`config.mk`:
```
export PLATFORM = sky130hd
export DESIGN_NAME = ula_seq
export DESIGN_NICKNAME = d
export VERILOG_FILES = /design/src/rtl/ula_seq.sv
export SDC_FILE = /design/constraint.sdc
export NUM_CORES = 1
export LEC_CHECK = 0
export CAP_MARGIN = 25
export CORE_UTILIZATION = 65
export DETAILED_ROUTE_END_ITERATION = 8
export GPL_TIMING_DRIVEN = 0
export PLACE_DENSITY = 0.95
export SYNTH_ARGS = -nofsm -noshare
export SYNTH_HDL_FRONTEND = slang
export SYNTH_SLANG_ARGS = --single-unit
```
`constraint.sdc`:
```
create_clock -name clk -period 7.21 [get_ports clk]
set_input_delay 1.0815 -clock clk [delete_from_list [all_inputs] [get_ports clk]]
set_output_delay 1.0815 -clock clk [all_outputs]
set_load 0.05 [all_outputs]
```
`src/rtl/ula_seq.sv`:
```
// ula_seq: handshaked nRisc ULA with registered single-cycle ops
// and a shift-add multiplier.
module ula_seq #(
  parameter int WIDTH = 8
) (
  input  logic             clk,
  input  logic             rst_n,
  input  logic             in_valid,
  output logic             in_ready,
  input  logic [3:0]       ALUctl,
  input  logic [WIDTH-1:0] A,
  input  logic [WIDTH-1:0] B,
  output logic             out_valid,
  input  logic             out_ready,
  output logic [WIDTH-1:0] ALUOut,
  output logic             Zero,
  output logic             Carry,
  output logic             Ovf
);

  localparam int SHW = $clog2(WIDTH);
  localparam int CW  = $clog2(WIDTH + 1);
  localparam int W2  = 2 * WIDTH;

  localparam logic [3:0] OP_SLT = 4'd0;
  localparam logic [3:0] OP_AND = 4'd1;
  localparam logic [3:0] OP_MOV = 4'd2;
  localparam logic [3:0] OP_OR  = 4'd3;
  localparam logic [3:0] OP_INC = 4'd4;
  localparam logic [3:0] OP_SUB = 4'd5;
  localparam logic [3:0] OP_XOR = 4'd6;
  localparam logic [3:0] OP_ADD = 4'd7;
  localparam logic [3:0] OP_MUL = 4'd8;
  localparam logic [3:0] OP_SHL = 4'd9;
  localparam logic [3:0] OP_SHR = 4'd10;

  typedef enum logic [1:0] {
    IDLE,
    MUL,
    HOLD
  } state_t;

  state_t           state_q, state_d;
  logic [WIDTH-1:0] res_q, res_d;
  logic             zero_q, zero_d;
  logic             carry_q, carry_d;
  logic             ovf_q, ovf_d;
  logic [W2-1:0]    mcand_q, mcand_d;
  logic [WIDTH-1:0] mult_q, mult_d;
  logic [W2-1:0]    acc_q, acc_d;
  logic [CW-1:0]    cnt_q, cnt_d;

  logic             accept;
  logic [WIDTH-1:0] alu_res;
  logic             alu_carry;
  logic [WIDTH:0]   sum;
  logic [WIDTH:0]   diff;
  logic [WIDTH:0]   incr;
  logic [SHW-1:0]   shamt;

  assign in_ready  = (state_q == IDLE) |
                     ((state_q == HOLD) & out_ready);
  assign out_valid = (state_q == HOLD);
  assign accept    = in_valid & in_ready;

  assign sum   = {1'b0, A} + {1'b0, B};
  assign diff  = {1'b0, A} - {1'b0, B};
  assign incr  = {1'b0, A} + {{WIDTH{1'b0}}, 1'b1};
  assign shamt = B[SHW-1:0];

  always_comb begin
    alu_res   = '0;
    alu_carry = 1'b0;
    case (ALUctl)
      OP_SLT: alu_res = {{(WIDTH-1){1'b0}}, (A < B)};
      OP_AND: alu_res = A & B;
      OP_MOV: alu_res = B;
      OP_OR:  alu_res = A | B;
      OP_INC: begin
        alu_res   = incr[WIDTH-1:0];
        alu_carry = incr[WIDTH];
      end
      OP_SUB: begin
        alu_res   = diff[WIDTH-1:0];
        alu_carry = diff[WIDTH];
      end
      OP_XOR: alu_res = A ^ B;
      OP_ADD: begin
        alu_res   = sum[WIDTH-1:0];
        alu_carry = sum[WIDTH];
      end
      OP_SHL: alu_res = A << shamt;
      OP_SHR: alu_res = A >> shamt;
      default: begin
        alu_res   = '0;
        alu_carry = 1'b0;
      end
    endcase
  end

  always_comb begin
    state_d = state_q;
    res_d   = res_q;
    zero_d  = zero_q;
    carry_d = carry_q;
    ovf_d   = ovf_q;
    mcand_d = mcand_q;
    mult_d  = mult_q;
    acc_d   = acc_q;
    cnt_d   = cnt_q;

    unique case (state_q)
      IDLE: begin
      end
      MUL: begin
        if (cnt_q == '0) begin
          res_d   = acc_q[WIDTH-1:0];
          zero_d  = (acc_q[WIDTH-1:0] == '0);
          ovf_d   = |acc_q[W2-1:WIDTH];
          carry_d = 1'b0;
          state_d = HOLD;
        end else begin
          if (mult_q[0]) begin
            acc_d = acc_q + mcand_q;
          end
          mcand_d = mcand_q << 1;
          mult_d  = mult_q >> 1;
          cnt_d   = cnt_q - 1'b1;
        end
      end
      HOLD: begin
        if (out_ready) begin
          state_d = IDLE;
        end
      end
      default: state_d = IDLE;
    endcase

    // a new accept overrides the idle/release transition above
    if (accept) begin
      if (ALUctl == OP_MUL) begin
        mcand_d = {{WIDTH{1'b0}}, A};
        mult_d  = B;
        acc_d   = '0;
        cnt_d   = CW'(WIDTH);
        state_d = MUL;
      end else begin
        res_d   = alu_res;
        zero_d  = (alu_res == '0);
        carry_d = alu_carry;
        ovf_d   = 1'b0;
        state_d = HOLD;
      end
    end
  end

  always_ff @(posedge clk or negedge rst_n) begin
    if (!rst_n) begin
      state_q <= IDLE;
      res_q   <= '0;
      zero_q  <= 1'b1;
      carry_q <= 1'b0;
      ovf_q   <= 1'b0;
      mcand_q <= '0;
      mult_q  <= '0;
      acc_q   <= '0;
      cnt_q   <= '0;
    end else begin
      state_q <= state_d;
      res_q   <= res_d;
      zero_q  <= zero_d;
      carry_q <= carry_d;
      ovf_q   <= ovf_d;
      mcand_q <= mcand_d;
      mult_q  <= mult_d;
      acc_q   <= acc_d;
      cnt_q   <= cnt_d;
    end
  end

  assign ALUOut = res_q;
  assign Zero   = zero_q;
  assign Carry  = carry_q;
  assign Ovf    = ovf_q;

endmodule

```
==> impl_metrics.tcl <==
set metrics [dict create \
    count_of_unresolved_drc_violations_after_routing 0 \
    clock_tree.root_cell "clkbuf_8" \
    num_vias 5049 \
    worst-setup-path-type "primary input to flop" \
    netlist.area_leader.share_pct 27.8 \
    post_synth_inst_count 605 \
    grt-ovfl-total 0 \
    layout_worst_path_cycle_share_pct 59.8 \
    grt_setup_unrepaired "false" \
    cells_taking_the_most_area_after_synthesis "dfrtp_1 (28%), ha_1 (11%), mux2i_1 (6.4%)" \
    grt_pass1_wl_um 25500 \
    seq_area_frac_synth_pct 28.3 \
    hold_ws_ns 0.527 \
    io_pins 37 \
    cap_violations 0 \
    asyncSetResetFlopFracSynth_pct 100 \
    status "finished, final reports clean" \
    worstSkewPairLatency_ns 0.35 \
    ctsHtreeMaxLevel 3 \
    finalHoldViolations 0 \
    detailedRoute.firstPassIterationCount 5 \
    report.final.setup_viol 0 \
    rows 31 \
    finalClockSkew_ns 0.0139 \
    dp.final_hpwl_um 11700 \
    floorplan.die_area_um2 8120 \
    postCtsHoldBufs 0 \
    post_synth_instance_area_um2 5040 \
    end_kind "flop" \
    max_slew.worst_pin.slew_ns 0.824 \
    power_density_nw_per_um2 296 \
    routability_driven_placement_congestion_ratio 0.982 \
    max_slew_margin_pct 45.0 \
    synth_to_layout_area_growth_pct 13.7 \
    grt_util_all_layers_pct 39.6 \
    clockBufferDepth 2 \
    chipHeight_um 90.1 \
    synthMostInstantiatedCell "nand2_1" \
    setup_total_negative_slack_ns 0 \
    vias_per_cell 6.68 \
    nets 721 \
    worstPathCellList "clkdlybuf4s50_1 > clkbuf_1 > inv_1 > ha_1 > buf_2 > xnor2_1 > mux2i_1 > a22o_1 > and3_1 > nor4b_1 > and4_1 > nand4_1 > a211oi_2" \
    cts.sink_count 57 \
    cp-start-kind "primary input" \
    yosys_most_used_dff "dfrtp_1" \
    path_clk_slew_ns 0.07 \
    detail_route.wl_per_cell_um 20.6 \
    grt_start_max_net_pins 39 \
    layout-drive-gt1-share_pct 8.07 \
    post-route-min-period_ns 4.31 \
    drt-initial-drc-count 556 \
    initial_antenna_violation_count 0 \
    postRouteAntennaNets 0 \
    library_cell_occupying_the_most_area_in_the_post_synthesis_netlist "dfrtp_1" \
    hp-class "flop to flop" \
    filler_cell_count 526 \
    max_clock_freq_mhz 232 \
    synth.ff_latch_count 57 \
    initial_utilization_pct 68.4 \
    number_of_enable_flip_flop_cells_after_synthesis 0 \
    synth_top_cells_by_count "nand2_1 (84), dfrtp_1 (56), nor2_1 (52), a21oi_1 (46), ha_1 (43)" \
    cts-buffers-inserted 9 \
    synthesis.area_per_instance_um2 8.34 \
    fp.coreArea_um2 7370 \
    tritoncts "yes" \
    cts_repair_resize_count 0 \
    detailed_place.area_um2 5530 \
    total_leakage_power_nw 2.62 \
    number_of_global_route_vias_before_repair 4903 \
    port_buffer_count 35 \
    ys_types 68 \
    maximum_vdd_drop_mv 0.191 \
    antenna_cells_inserted 0 \
    arrival_ns 4.57 \
    critPathMaxStageDelay_ns 0.57 \
    critical_path_required_ns 7.47 \
    route.final.wire_length_um 15600 \
    cts_setup_buffers 0 \
    timing_max_transition_violations_final 0 \
    crit_path_max_fanout 10 \
    cp_slowest_cell "clkdlybuf4s50_1" \
    synth_nets 674 \
    synth.yosys.warnings 0 \
    finish.instance_area_um2 5740 \
    die_width_um 90.1 \
]
[metal layers]
metal | routed length [um] | part of all wire (%) | up-vias | global-route usage (%)
li1 | - | - | 2269 | -
met1 | 6230 | 40 | 2401 | 53.5
met2 | 7390 | 47 | 340 | 64.4
met3 | 1650 | 11 | 39 | 7.02
met4 | 335 | 2.1 | 0 | 13.2
met5 | 0 | 0 | - | 0
[where the power goes]
group | total, mW | switching, mW | leakage (nW) | internal [mW]
combinational | 0.805 | 0.467 | 1.79 | 0.338
clock | 0.316 | 0.153 | 0.104 | 0.163
sequential | 0.579 | 0.132 | 0.721 | 0.447
total | 1.70 | 0.752 | 2.62 | 0.948
[worst max-delay path: cells and delay by family]
kind	cells	cell delay, ns
compound gates	2	0.46
buf+inv	4	1.29
fa+ha+maj	1	0.31
simple gates	4	1.16
xor+xnor	1	0.17
mux	1	0.10
[final cells by class]
type                       count  area (um2)  share of cell area, %
clock inverter                 7        78.8                   1.37
sequential                    57        1430                   24.9
inverter                      29         109                   1.90
tap                           99         124                   2.16
multi-input combinational    484        3340                   58.2
buffer                        35         171                   2.99
timing repair buffer          36         365                   6.37
clock buffer                   9         124                   2.16
[kinds of logic (layout without fill, tap and decap cells)]
family                   count (synthesis)  after routing  synth area share (%)
AO/OA/AOI/OAI                          160            160                  20.5
XOR/XNOR                                27             27                  4.69
adder cells (fa/ha/maj)                 45             45                  11.5
buffers and inverters                   64            116                  5.56
flip-flops                              57             57                  28.3
multiplexers                            43             43                  10.4
AND/OR/NAND/NOR                        209            209                  19.1
[sequential cells by signal, indices dropped and copies added, names as in the netlist]
register  count
cnt_q         4
ALUOut        8
mult_q        8
acc_q        16
Ovf           1
Zero          1
state_q       2
Carry         1
mcand_q      16
[through the flow]
step	power, mW	worst slack [ns]	instances	utilization (%)
2_1_floorplan	1.12	3.95	605	-
3_3_place_gp	1.29	2.76	739	74.9
3_5_place_dp	1.35	2.70	740	75.1
4_1_cts	1.67	3.03	756	77.8
5_1_grt	1.79	2.90	756	77.8
6_report	1.70	2.90	756	77.8
[cells in the final DEF, fill, tap and decap left out, types with 9 or more instances in the layout]
master	n
clkdlybuf4s50_1	34
dfrtp_1	56
nand2b_1	9
mux2i_1	32
nand3_1	14
o22ai_1	10
buf_2	11
clkbuf_8	9
a31oi_1	10
nand2_1	84
o21ai_0	31
a21oi_1	46
clkbuf_1	17
inv_1	28
ha_1	43
a21o_1	10
xnor2_1	23
nor2_1	52
a211oi_1	9
nor3_1	13
[path summary, 6_finish.rpt]
| path | from | endpoint | slack [ns] | depth (start not counted) |
|---|---|---|---|---|
| max in group asynchronous | rst_n | acc_q[15] | 5.97 | 2 |
| worst max-delay path | A[2] | Zero | 2.90 | 13 |
| worst max register to register | mcand_q[0] | acc_q[14] | 4.22 | 10 |
| worst min-delay path | Ovf | Ovf | 0.53 | 2 |
| min in group asynchronous | rst_n | acc_q[10] | 0.67 | 1 |
| worst min register to register | Ovf | Ovf | 0.53 | 2 |
(Power assumes the default switching activity.)
